--- config.mk ---
export PLATFORM = sky130hd
export DESIGN_NAME = button_conditioner_flat
export DESIGN_NICKNAME = d
export VERILOG_FILES = /design/src/rtl/button_conditioner_if.sv /design/src/rtl/button_conditioner.sv /design/src/flat_wrapper.sv
export SDC_FILE = /design/constraint.sdc
export NUM_CORES = 1
export LEC_CHECK = 0
export CORE_AREA = 2 2 72 125
export CTS_BUF_LIST = sky130_fd_sc_hd__clkbuf_16
export DETAILED_ROUTE_END_ITERATION = 8
export DIE_AREA = 0 0 74 127
export PLACE_DENSITY = 0.54
export SETUP_SLACK_MARGIN = 0.3
export SLEW_MARGIN = 20
export SYNTH_ARGS = -nofsm -noshare
export SYNTH_HDL_FRONTEND = slang
export SYNTH_SLANG_ARGS = --single-unit
--- constraint.sdc ---
create_clock -name clk -period 2.9 [get_ports clk]
set_input_delay 0.58 -clock clk [delete_from_list [all_inputs] [get_ports clk]]
set_output_delay 0.58 -clock clk [all_outputs]
set_load 0.05 [all_outputs]
--- src/rtl/button_conditioner_if.sv ---
// Button conditioner signal bundle: raw inputs in, clean pulses and debounced levels out.
interface button_conditioner_if #(
  parameter int unsigned WIDTH = 4
);
  logic [WIDTH-1:0] buttons_in;
  logic [WIDTH-1:0] buttons_pulse;
  logic [WIDTH-1:0] buttons_level;

  modport master (
    output buttons_in,
    input  buttons_pulse,
    input  buttons_level
  );

  modport slave (
    input  buttons_in,
    output buttons_pulse,
    output buttons_level
  );
endinterface

--- src/rtl/button_conditioner.sv ---
// Per-bit synchronizer, tick-sampled saturating debouncer and rising-edge detector
// producing one single-cycle pulse per accepted button press.
module button_conditioner #(
  parameter int unsigned WIDTH          = 4,
  parameter int unsigned SAMPLE_CNT_MAX = 62500,
  parameter int unsigned PULSE_CNT_MAX  = 200
) (
  input  logic                 clk,
  input  logic                 rst,
  button_conditioner_if.slave  bus
);
  localparam int unsigned SCW = $clog2(SAMPLE_CNT_MAX) + 1;
  localparam int unsigned PCW = $clog2(PULSE_CNT_MAX) + 1;
  localparam logic [SCW-1:0] SAMPLE_LAST = SCW'(SAMPLE_CNT_MAX - 1);
  localparam logic [PCW-1:0] PULSE_FULL  = PCW'(PULSE_CNT_MAX);

  logic [WIDTH-1:0]           sync1_q, sync1_d;
  logic [WIDTH-1:0]           sync2_q, sync2_d;
  logic [SCW-1:0]             sample_cnt_q, sample_cnt_d;
  logic [WIDTH-1:0][PCW-1:0]  cnt_q, cnt_d;
  logic [WIDTH-1:0]           prev_q, prev_d;
  logic [WIDTH-1:0]           pulse_q, pulse_d;
  logic [WIDTH-1:0]           level;
  logic                       sample_tick;

  always_comb begin
    sync1_d      = bus.buttons_in;
    sync2_d      = sync1_q;
    sample_tick  = (sample_cnt_q == SAMPLE_LAST);
    sample_cnt_d = sample_tick ? '0 : sample_cnt_q + SCW'(1);
  end

  // Any low sample aborts a press; increments only on ticks and saturate at full.
  always_comb begin
    cnt_d = cnt_q;
    level = '0;
    for (int unsigned i = 0; i < WIDTH; i++) begin
      level[i] = (cnt_q[i] == PULSE_FULL);
      if (!sync2_q[i]) begin
        cnt_d[i] = '0;
      end else if (sample_tick && !level[i]) begin
        cnt_d[i] = cnt_q[i] + PCW'(1);
      end
    end
  end

  always_comb begin
    prev_d  = level;
    pulse_d = level & ~prev_q;
  end

  always_ff @(posedge clk or posedge rst) begin
    if (rst) begin
      sync1_q      <= '0;
      sync2_q      <= '0;
      sample_cnt_q <= '0;
      cnt_q        <= '0;
      prev_q       <= '0;
      pulse_q      <= '0;
    end else begin
      sync1_q      <= sync1_d;
      sync2_q      <= sync2_d;
      sample_cnt_q <= sample_cnt_d;
      cnt_q        <= cnt_d;
      prev_q       <= prev_d;
      pulse_q      <= pulse_d;
    end
  end

  assign bus.buttons_level = level;
  assign bus.buttons_pulse = pulse_q;
endmodule

--- src/flat_wrapper.sv ---
// flat-port wrapper written by rule: the top's interface ports become plain ports
module button_conditioner_flat 
#(
  parameter int unsigned WIDTH          = 4,
  parameter int unsigned SAMPLE_CNT_MAX = 62500,
  parameter int unsigned PULSE_CNT_MAX  = 200
)
  (clk, rst, bus_buttons_in, bus_buttons_pulse, bus_buttons_level);
  button_conditioner_if #(.WIDTH(WIDTH)) bus_i ();
  input  logic clk;
  input  logic rst;
  input wire logic [$bits(bus_i.buttons_in)-1:0] bus_buttons_in;
  output wire logic [$bits(bus_i.buttons_pulse)-1:0] bus_buttons_pulse;
  output wire logic [$bits(bus_i.buttons_level)-1:0] bus_buttons_level;
  assign bus_i.buttons_in = bus_buttons_in;
  assign bus_buttons_pulse = bus_i.buttons_pulse;
  assign bus_buttons_level = bus_i.buttons_level;
  button_conditioner #(.WIDTH(WIDTH), .SAMPLE_CNT_MAX(SAMPLE_CNT_MAX), .PULSE_CNT_MAX(PULSE_CNT_MAX)) u_core (.clk(clk), .rst(rst), .bus(bus_i));
endmodule
==> run metrics <==
core area=8310 µm²; clock sink count=69; max-cap violations=0; Avg WL per Cell=14.4 µm; first-pass GRT wire length=11,600 µm; clock tree from TritonCTS=yes; Worst Max-Slew Pin Slew=0.616 ns; syn_nets=331; Ys Warns=0; H-Tree Level Count=3; GPL Wtd Cong=0.813; total negative slack=0 ns; area grow syn2layout=17.3%; worst r2r dst=u_core.cnt_q[25]; PwrDens=511 nW/µm²; Avg Cell Area, Syn=10.3 µm²; Yosys cell types=36; die height=127 µm; Worst Reg-to-Reg Cells=6; DR iter-0 viols=119; Hold Vio Cnt, Final=0; vias in the first global route=2,435; Synth Instances=316; initial antenna violation count=0; DRC=0; Syn Std Cell Area=3240 µm²; Detailed Place HPWL=4460 µm; hold buffer count at CTS=0; relative slew slack=58.6%; I/O pin total=14; Worst Skew=0.00695 ns; Hold Path Sink=u_core.sync2_q[3]; Pleak=1.60 nW; CP Max Fanout=4; clk slew on worst S/H paths=0.06 ns; Cells on Worst Hold Path=0; Die W=74 µm; fin area=3800 µm²; # setup viols final=0; row count=44; shortest period the worst path allows=2.46 ns; async set or reset register ratio after synthesis=100%; register-to-register setup slack=0.64 ns; CTS buffer count=9; DR vias=2,470; Hold/Removal Path Class=reg2reg; Final ANT Viol Nets=0; part of the Yosys area used for sequential elements=53.3%; CP startpoint kind=register; WL final=6560 µm; Die Area=9400 µm²; crit path DAT=1.88 ns; Seq cells post-synth=69; Via density=5.42; number of enable flip-flop cells after synthesis=0; Worst Hold Slack=0.349 ns; Total GRT Usage=15.9%; placed cell areas=3540 µm²; CTS Root Cell=clkbuf_16; IO Port Bufs=13; clock buffer depth=2; Final #Nets=353; pin count of the biggest net entering global routing=70; fmax=406 MHz; worst setup path category=reg2out; RSZ-0062 raised after global routing=no; ys flop type=dfrtp_1; Initial Util=39.0%; share of cells above drive strength 1=8.50%; final std cells w/o fill=456; post-route clock period utilization=85.0%; HP Start=u_core.sync1_q[3]; Critical Path Sink Type=output pin; Pre-Repair DR Iteration Count=4; RR Startpoint=u_core.sample_cnt_q[0]; final slew viol count=0; Antenna diodes=0; Peak VDD IR=0.276 mV; Inst Count DP=440; clk_lat worst skew=0.33 ns; Worst Path Required=2.32 ns; gr ovfl total=0; outcome=finished clean
-- synthesized netlist by cell type, types with 6 or more instances --
cell type	count	area share (%)
nor2_1	11	1.3
nor4_1	7	1.4
o31ai_1	8	1.9
clkbuf_1	6	0.69
or3_1	7	1.4
a21oi_1	27	4.2
ha_1	9	3.5
nand4_1	10	1.9
xnor2_1	8	2.2
inv_1	20	2.3
o21ai_0	20	3.1
dfrtp_1	69	53
nand3_1	27	4.2
or4_1	16	3.7
nand2_1	25	2.9
-- metrics by stage --
step	worst slack (ns)	power (mW)	utilization, %
final	0.436	1.94	45.7
after global routing	0.315	2.02	45.7
after CTS	0.287	1.97	45.6
after detailed placement	0.391	1.03	42.6
after global placement	0.400	1.03	42.6
after floorplan	0.498	1.01	-
-- sequential cells by signal, summed over array words and instances (netlist names) --
signal / flops
u_core.bus.buttons_pulse: 4
u_core.cnt_q: 36
u_core.prev_q: 4
u_core.sample_cnt_q: 17
u_core.sync1_q: 4
u_core.sync2_q: 4
-- layout make-up --
class | instances | area, µm²
Inverter | 21 | 81.3
Timing Repair Buffer | 19 | 195
Clock inverter | 5 | 21.3
Clock buffer | 9 | 225
Tap cell | 115 | 144
Sequential cell | 69 | 1730
Multi-Input combinational cell | 218 | 1410
Fill cell | 790 | 4510
-- worst max-delay path: stages (launching register included) --
cell and delay [ns]:
dfrtp_1 0.40, inv_1 0.09, ha_1 0.13, nor4bb_2 0.16
or4b_4 0.53, inv_4 0.10, buf_12 0.13
-- report_power, final --
group,total [mW],switching [mW],leakage (nW),internal [mW]
combinational,0.0365,0.0265,0.545,0.0100
clock,0.933,0.377,0.127,0.555
sequential,0.974,0.00421,0.931,0.970
-- repair_timing --
action | in CTS | in global routing
hold endpoints to repair | 0 | 0
gates resized for setup | 5 | 8
pin swaps | 0 | 1
setup endpoints to repair | 4 | 4
buffers inserted | 0 | 2
-- how the worst max path moves through the flow --
stage / startpoint / to / depth (start not counted)
floorplan: u_core.cnt_q[27] / bus_buttons_level[3] / 5
global placement: u_core.cnt_q[20] / bus_buttons_level[2] / 4
detailed placement: u_core.cnt_q[20] / bus_buttons_level[2] / 4
CTS: u_core.cnt_q[20] / bus_buttons_level[2] / 4
global route: u_core.cnt_q[20] / bus_buttons_level[2] / 4
finish: u_core.cnt_q[27] / bus_buttons_level[3] / 6
-- metal layers --
layer,part of all wire [%],global-route usage [%]
met2,53,26.9
met5,0,0
met1,42,18.4
met4,2.4,7.59
met3,2.8,3.86
-- logic make-up (layout without fill, tap and decap cells) --
group / after synthesis / after routing / share of synthesized area, %
flops: 69 / 69 / 53.3
mux: 5 / 5 / 1.54
simple gates: 128 / 128 / 23.5
compound gates: 64 / 64 / 11.3
xor+xnor: 12 / 12 / 3.24
buf+inv: 29 / 54 / 3.63
fa+ha+maj: 9 / 9 / 3.47
-- placed cells by master (no fill, tap or decap), drive strengths merged, types with 9 or more instances in the layout --
| master | synthesis | layout |
|---|---|---|
| or4 | 16 | 16 |
| nor4 | 9 | 9 |
| dfrtp | 69 | 69 |
| o21ai | 20 | 20 |
| clkbuf | 6 | 12 |
| nor2 | 11 | 11 |
| clkdlybuf4s50 | 0 | 9 |
| a21oi | 27 | 27 |
| ha | 9 | 9 |
| nand4 | 11 | 11 |
| nand2 | 25 | 25 |
| inv | 20 | 21 |
| nand3 | 27 | 27 |
Note: power is estimated with default switching activity, not from simulation.
